$ cat config.mk
export PLATFORM = sky130hd
export DESIGN_NAME = lcd_8_to_24_bits_packer
export DESIGN_NICKNAME = d
export VERILOG_FILES = /design/src/rtl/lcd_adapter_pkg.sv /design/src/rtl/lcd_8_to_24_bits_out_reg.sv /design/src/rtl/lcd_8_to_24_bits_packer.sv
export SDC_FILE = /design/constraint.sdc
export NUM_CORES = 1
export LEC_CHECK = 0
export CAP_MARGIN = 5
export CORE_MARGIN = 8
export CORE_UTILIZATION = 55
export CTS_CLUSTER_SIZE = 8
export DETAILED_ROUTE_END_ITERATION = 7
export GPL_ROUTABILITY_DRIVEN = 0
export PLACE_DENSITY_LB_ADDON = 0.12
export SYNTH_ARGS = -nofsm -noshare
export SYNTH_HDL_FRONTEND = slang
export SYNTH_SLANG_ARGS = --single-unit
$ cat constraint.sdc
create_clock -name clk -period 4.12 [get_ports clk]
set_input_delay 0.412 -clock clk [delete_from_list [all_inputs] [get_ports clk]]
set_output_delay 0.412 -clock clk [all_outputs]
set_load 0.1 [all_outputs]
$ cat src/rtl/lcd_adapter_pkg.sv
// ============================================================================
// Module   : lcd_adapter_pkg
// Purpose  : Shared constants and fill-counter states for the LCD 8<->24 bit
//            stream adapters.
// Revision : 1.0 - initial release
// ============================================================================
`default_nettype none

package lcd_adapter_pkg;

  localparam int SYMBOL_W = 8;
  localparam int SYMBOLS  = 3;
  localparam int OUT_W    = SYMBOL_W * SYMBOLS;
  localparam int EMPTY_W  = 2;

  typedef enum logic [1:0] {
    FILL0 = 2'd0,
    FILL1 = 2'd1,
    FILL2 = 2'd2
  } fill_state_t;

endpackage

`default_nettype wire

$ cat src/rtl/lcd_8_to_24_bits_out_reg.sv
// ============================================================================
// Module   : lcd_8_to_24_bits_out_reg
// Purpose  : Source-side holding register for the 8->24 packer. Optional
//            out_empty field present when LCD_PACKER_EMPTY_EN is defined.
// Revision : 1.0 - initial release
// ============================================================================
`default_nettype none

module lcd_8_to_24_bits_out_reg
  import lcd_adapter_pkg::*;
(
  input  logic               clk,
  input  logic               reset_n,
  input  logic               load,
  input  logic [OUT_W-1:0]   load_data,
  input  logic               load_sop,
  input  logic               load_eop,
`ifdef LCD_PACKER_EMPTY_EN
  input  logic [EMPTY_W-1:0] load_empty,
  output logic [EMPTY_W-1:0] out_empty,
`endif
  input  logic               out_ready,
  output logic [OUT_W-1:0]   out_data,
  output logic               out_valid,
  output logic               out_startofpacket,
  output logic               out_endofpacket,
  output logic               free
);

  logic               r_valid;
  logic [OUT_W-1:0]   r_data;
  logic               r_sop;
  logic               r_eop;

  // The register can take a new beat whenever the current one leaves this cycle.
  assign free = ~r_valid | out_ready;

  always_ff @(posedge clk or negedge reset_n) begin
    if (!reset_n) begin
      r_valid <= 1'b0;
      r_data  <= '0;
      r_sop   <= 1'b0;
      r_eop   <= 1'b0;
    end else if (load) begin
      r_valid <= 1'b1;
      r_data  <= load_data;
      r_sop   <= load_sop;
      r_eop   <= load_eop;
    end else if (out_ready) begin
      r_valid <= 1'b0;
    end
  end

`ifdef LCD_PACKER_EMPTY_EN
  logic [EMPTY_W-1:0] r_empty;

  always_ff @(posedge clk or negedge reset_n) begin
    if (!reset_n) begin
      r_empty <= '0;
    end else if (load) begin
      r_empty <= load_empty;
    end
  end

  assign out_empty = r_empty;
`endif

  assign out_valid         = r_valid;
  assign out_data          = r_data;
  assign out_startofpacket = r_sop;
  assign out_endofpacket   = r_eop;

endmodule

`default_nettype wire

$ cat src/rtl/lcd_8_to_24_bits_packer.sv
// ============================================================================
// Module   : lcd_8_to_24_bits_packer
// Purpose  : Avalon-ST adapter packing 8-bit symbols into 24-bit beats, first
//            symbol in the MSBs. Define LCD_PACKER_EMPTY_EN for out_empty.
// Revision : 1.0 - initial release
// ============================================================================
`default_nettype none

module lcd_8_to_24_bits_packer
  import lcd_adapter_pkg::*;
(
  input  logic                clk,
  input  logic                reset_n,
  input  logic [SYMBOL_W-1:0] in_data,
  input  logic                in_valid,
  output logic                in_ready,
  input  logic                in_startofpacket,
  input  logic                in_endofpacket,
  output logic [OUT_W-1:0]    out_data,
  output logic                out_valid,
  input  logic                out_ready,
  output logic                out_startofpacket,
  output logic                out_endofpacket,
`ifdef LCD_PACKER_EMPTY_EN
  output logic [EMPTY_W-1:0]  out_empty,
`endif
  output logic                drop_pulse
);

  fill_state_t                 r_cnt;
  fill_state_t                 w_cnt_nxt;
  fill_state_t                 w_pos;
  // Only the two leading symbols ever wait here; the third completes the beat.
  logic [OUT_W-SYMBOL_W-1:0]   r_acc;
  logic                        r_sop_flag;
  logic                        r_drop;
  logic                        r_rst_done;
  logic                        w_free;
  logic                        w_accept;
  logic                        w_restart;
  logic                        w_complete;
  logic [OUT_W-1:0]            w_beat;
  logic                        w_beat_sop;

  assign in_ready   = r_rst_done & w_free;
  assign w_accept   = in_valid & in_ready;
  assign w_restart  = in_startofpacket & (r_cnt != FILL0);
  assign w_pos      = w_restart ? FILL0 : r_cnt;
  assign w_complete = w_accept & ((w_pos == FILL2) | in_endofpacket);

  always_ff @(posedge clk or negedge reset_n) begin
    if (!reset_n) begin
      r_cnt <= FILL0;
    end else begin
      r_cnt <= w_cnt_nxt;
    end
  end

  always_comb begin
    w_cnt_nxt  = r_cnt;
    w_beat     = '0;
    w_beat_sop = r_sop_flag;
    case (w_pos)
      FILL0: begin
        w_beat     = {in_data, {(2*SYMBOL_W){1'b0}}};
        w_beat_sop = in_startofpacket;
      end
      FILL1:   w_beat = {r_acc[2*SYMBOL_W-1:SYMBOL_W], in_data, {SYMBOL_W{1'b0}}};
      default: w_beat = {r_acc, in_data};
    endcase
    if (w_accept) begin
      if (w_complete) begin
        w_cnt_nxt = FILL0;
      end else if (w_pos == FILL0) begin
        w_cnt_nxt = FILL1;
      end else begin
        w_cnt_nxt = FILL2;
      end
    end
  end

  always_ff @(posedge clk or negedge reset_n) begin
    if (!reset_n) begin
      r_acc      <= '0;
      r_sop_flag <= 1'b0;
      r_drop     <= 1'b0;
      r_rst_done <= 1'b0;
    end else begin
      r_rst_done <= 1'b1;
      r_drop     <= w_accept & w_restart;
      if (w_accept) begin
        r_acc <= w_beat[OUT_W-1:SYMBOL_W];
        if (w_pos == FILL0) begin
          r_sop_flag <= in_startofpacket;
        end
      end
    end
  end

  assign drop_pulse = r_drop;

`ifdef LCD_PACKER_EMPTY_EN
  logic [EMPTY_W-1:0] w_empty;

  always_comb begin
    w_empty = '0;
    case (w_pos)
      FILL0:   w_empty = EMPTY_W'(2);
      FILL1:   w_empty = EMPTY_W'(1);
      default: w_empty = '0;
    endcase
  end
`endif

  lcd_8_to_24_bits_out_reg u_out_reg (
    .clk               (clk),
    .reset_n           (reset_n),
    .load              (w_complete),
    .load_data         (w_beat),
    .load_sop          (w_beat_sop),
    .load_eop          (in_endofpacket),
`ifdef LCD_PACKER_EMPTY_EN
    .load_empty        (w_empty),
    .out_empty         (out_empty),
`endif
    .out_ready         (out_ready),
    .out_data          (out_data),
    .out_valid         (out_valid),
    .out_startofpacket (out_startofpacket),
    .out_endofpacket   (out_endofpacket),
    .free              (w_free)
  );

endmodule

`default_nettype wire
==> metrics.txt <==
DR pass1 iterations=4; gr ovfl total=0; max-slew violations=0; CP max FO=6; RSZ-0062 raised after global routing=no; final setup vio count=0; DP HPWL=3.15 mm; sequential element share of the synthesized area=54.5%; area of the core=3940 sq um; Post-CTS Setup Bufs=0; Post-Synth Adder-Cell Area=0%; Least-Margin Pin Slew=1.13 ns; Worst EP required=3.71 ns; commonest non-fill, non-tap cell in the layout=dfrtp_1; Starting Density=55.9%; final core occ=69.9%; commonest non-fill, non-tap cells in the layout=48 x dfrtp_1, 41 x clkdlybuf4s50_1, 33 x mux2_2; CTS HTree Levels=2; Pwr Density=609 nW/um^2; Iter 0 DRT Violations=77; vias in the first global route=1498; Crit path arrival time=2.30 ns; run status=finished, final reports clean; Slew HR=24.6%; Post-DRT Antenna Nets=0; mux cell area share after synthesis=27.1%; Worst Clk Skew=0.00476 ns; Tmin final=2.71 ns; drt wl/cell=17.2 um; Async SR Flop Fraction=100%; layout cells sized above 1=26.8%; Post-synth EDFFs=0; Die Y-Extent=79.3 um; Die ar.=6290 sq um; Avg Cell Area, Syn=13.0 sq um; CTS tree=built; placed cells=251; post-synthesis xor/xnor area fraction=0%; IR drop worst, VDD=0.328 mV; hold_buf cts=0; Buffers on Ports=42; syn nets=183; Synth top area share=54.5%; clk buf depth=2; Post-layout nets=222; dpl ws=1.29 ns; Hold Vio Cnt, Final=0; Yosys top cell by area=dfrtp_1; Reg clk slew, reported paths=0.08 ns; WS Path Type=primary input to output port; FP Rows=23; period utilization=65.7%; Hold Crit Class=primary input to async pin; DR vias=1399; largest net degree at the start of global routing=49; Global Route Usage Sum=15.0%; Synth Area in Simple Gates=9.93%; Critical Path Source Type=primary input; FMAX=369 MHz; Syn-to-layout area delta=25.0%; Residual DRC=0; clk_lat worst skew=0.30 ns; vias per cell=5.40; Antenna diodes=0; Static Leak=1.26 nW; IO Pins=43; Synth warnings=0; Die W=79.3 um; Cells after Synth=169; main flop type after synthesis=dfrtp_1; initial antenna violation count=0; crit end category=output port; first-pass GRT wire length=7.43 mm; post-route setup TNS=0 ns; unique cell type count in the Yosys netlist=27; Synth Area in Compound Gates=4.37%; TritonCTS Buffers=5; root buffer cell=clkbuf_8; Max-Cap Viols=0; fin cells=259; clock sinks=48; worst setup margin=1.41 ns; synth top area cells=dfrtp_1 54%, mux2_2 17%, mux2_4 6.1%; largest family of logic cells by synthesized area=multiplexers; Post-CTS Resized=0; synthesized flop and latch total=48; Routed WL=4.44 mm; synthesized area=2200 sq um
-- cell type report --
class,count,area (sq um)
inverters,9,33.8
multi-input cells,102,916
repair buffers,42,415
fillers,265,1190
clock buffers,7,96.3
well taps,50,62.6
clock inverters,1,30.0
flip-flops and latches,48,1200
-- logic make-up after synthesis --
kind of cell    after synthesis
flops                        48
other cells                   1
mux                          51
simple gates                 37
compound gates               13
buf+inv                      19
-- through the flow --
stage | total power, mW | hold slack [ns] | area, sq um
detailed placement | 1.33 | 0.487 | 2630
global route | 1.75 | 0.364 | 2760
global placement | 1.32 | 0.485 | 2630
floorplan | 1.16 | 0.116 | 2200
CTS | 1.69 | 0.321 | 2760
finish | 1.68 | 0.290 | 2760
-- worst max-delay path, stage by stage --
cell and delay, ns:
clkdlybuf4s50_1 0.45, nand2b_4 0.16, and2_1 0.13, clkdlybuf4s50_1 1.13
-- routing by layer --
metal / track usage (%) / vias to the layer above / routed length [um]
li1: - / 654 / -
met1: 17.9 / 709 / 1940
met2: 24.3 / 30 / 2180
met3: 4.40 / 6 / 257
met4: 7.04 / 0 / 64
met5: 0 / - / 0
-- power breakdown --
| part | internal, mW | switching (mW) |
|---|---|---|
| clock | 0.214 | 0.148 |
| combinational | 0.209 | 0.487 |
| sequential | 0.559 | 0.0606 |
-- Yosys cell counts (2+ instances only) --
cell type,number
a21oi_1,9
a22o_1,2
and3_1,2
buf_4,2
clkbuf_1,5
dfrtp_1,48
inv_1,9
mux2_2,33
mux2_4,9
mux2i_1,9
nand2_1,17
nand3b_1,8
nor3b_1,2
-- sequential cells by signal, indices dropped and copies added, names as in the netlist --
| name | count |
|---|---|
| u_out_reg.out_data | 24 |
| r_acc | 16 |
| r_cnt | 2 |
| drop_pulse | 1 |
| r_rst_done | 1 |
| r_sop_flag | 1 |
| u_out_reg.out_endofpacket | 1 |
| u_out_reg.out_startofpacket | 1 |
| u_out_reg.out_valid | 1 |
-- worst paths after layout --
kind | slack (ns) | endpoint | cells after the start | from
hold / removal | 0.29 | u_out_reg.out_data[0] | 1 | reset_n
min in group clk | 0.51 | r_acc[1] | 1 | r_acc[1]
hold reg to reg | 0.51 | r_acc[1] | 1 | r_acc[1]
setup reg to reg | 1.68 | r_acc[14] | 3 | r_cnt[1]
setup / recovery | 1.41 | in_ready | 4 | out_ready
max in group asynchronous | 3.19 | r_cnt[1] | 1 | reset_n
(Power assumes the default switching activity.)
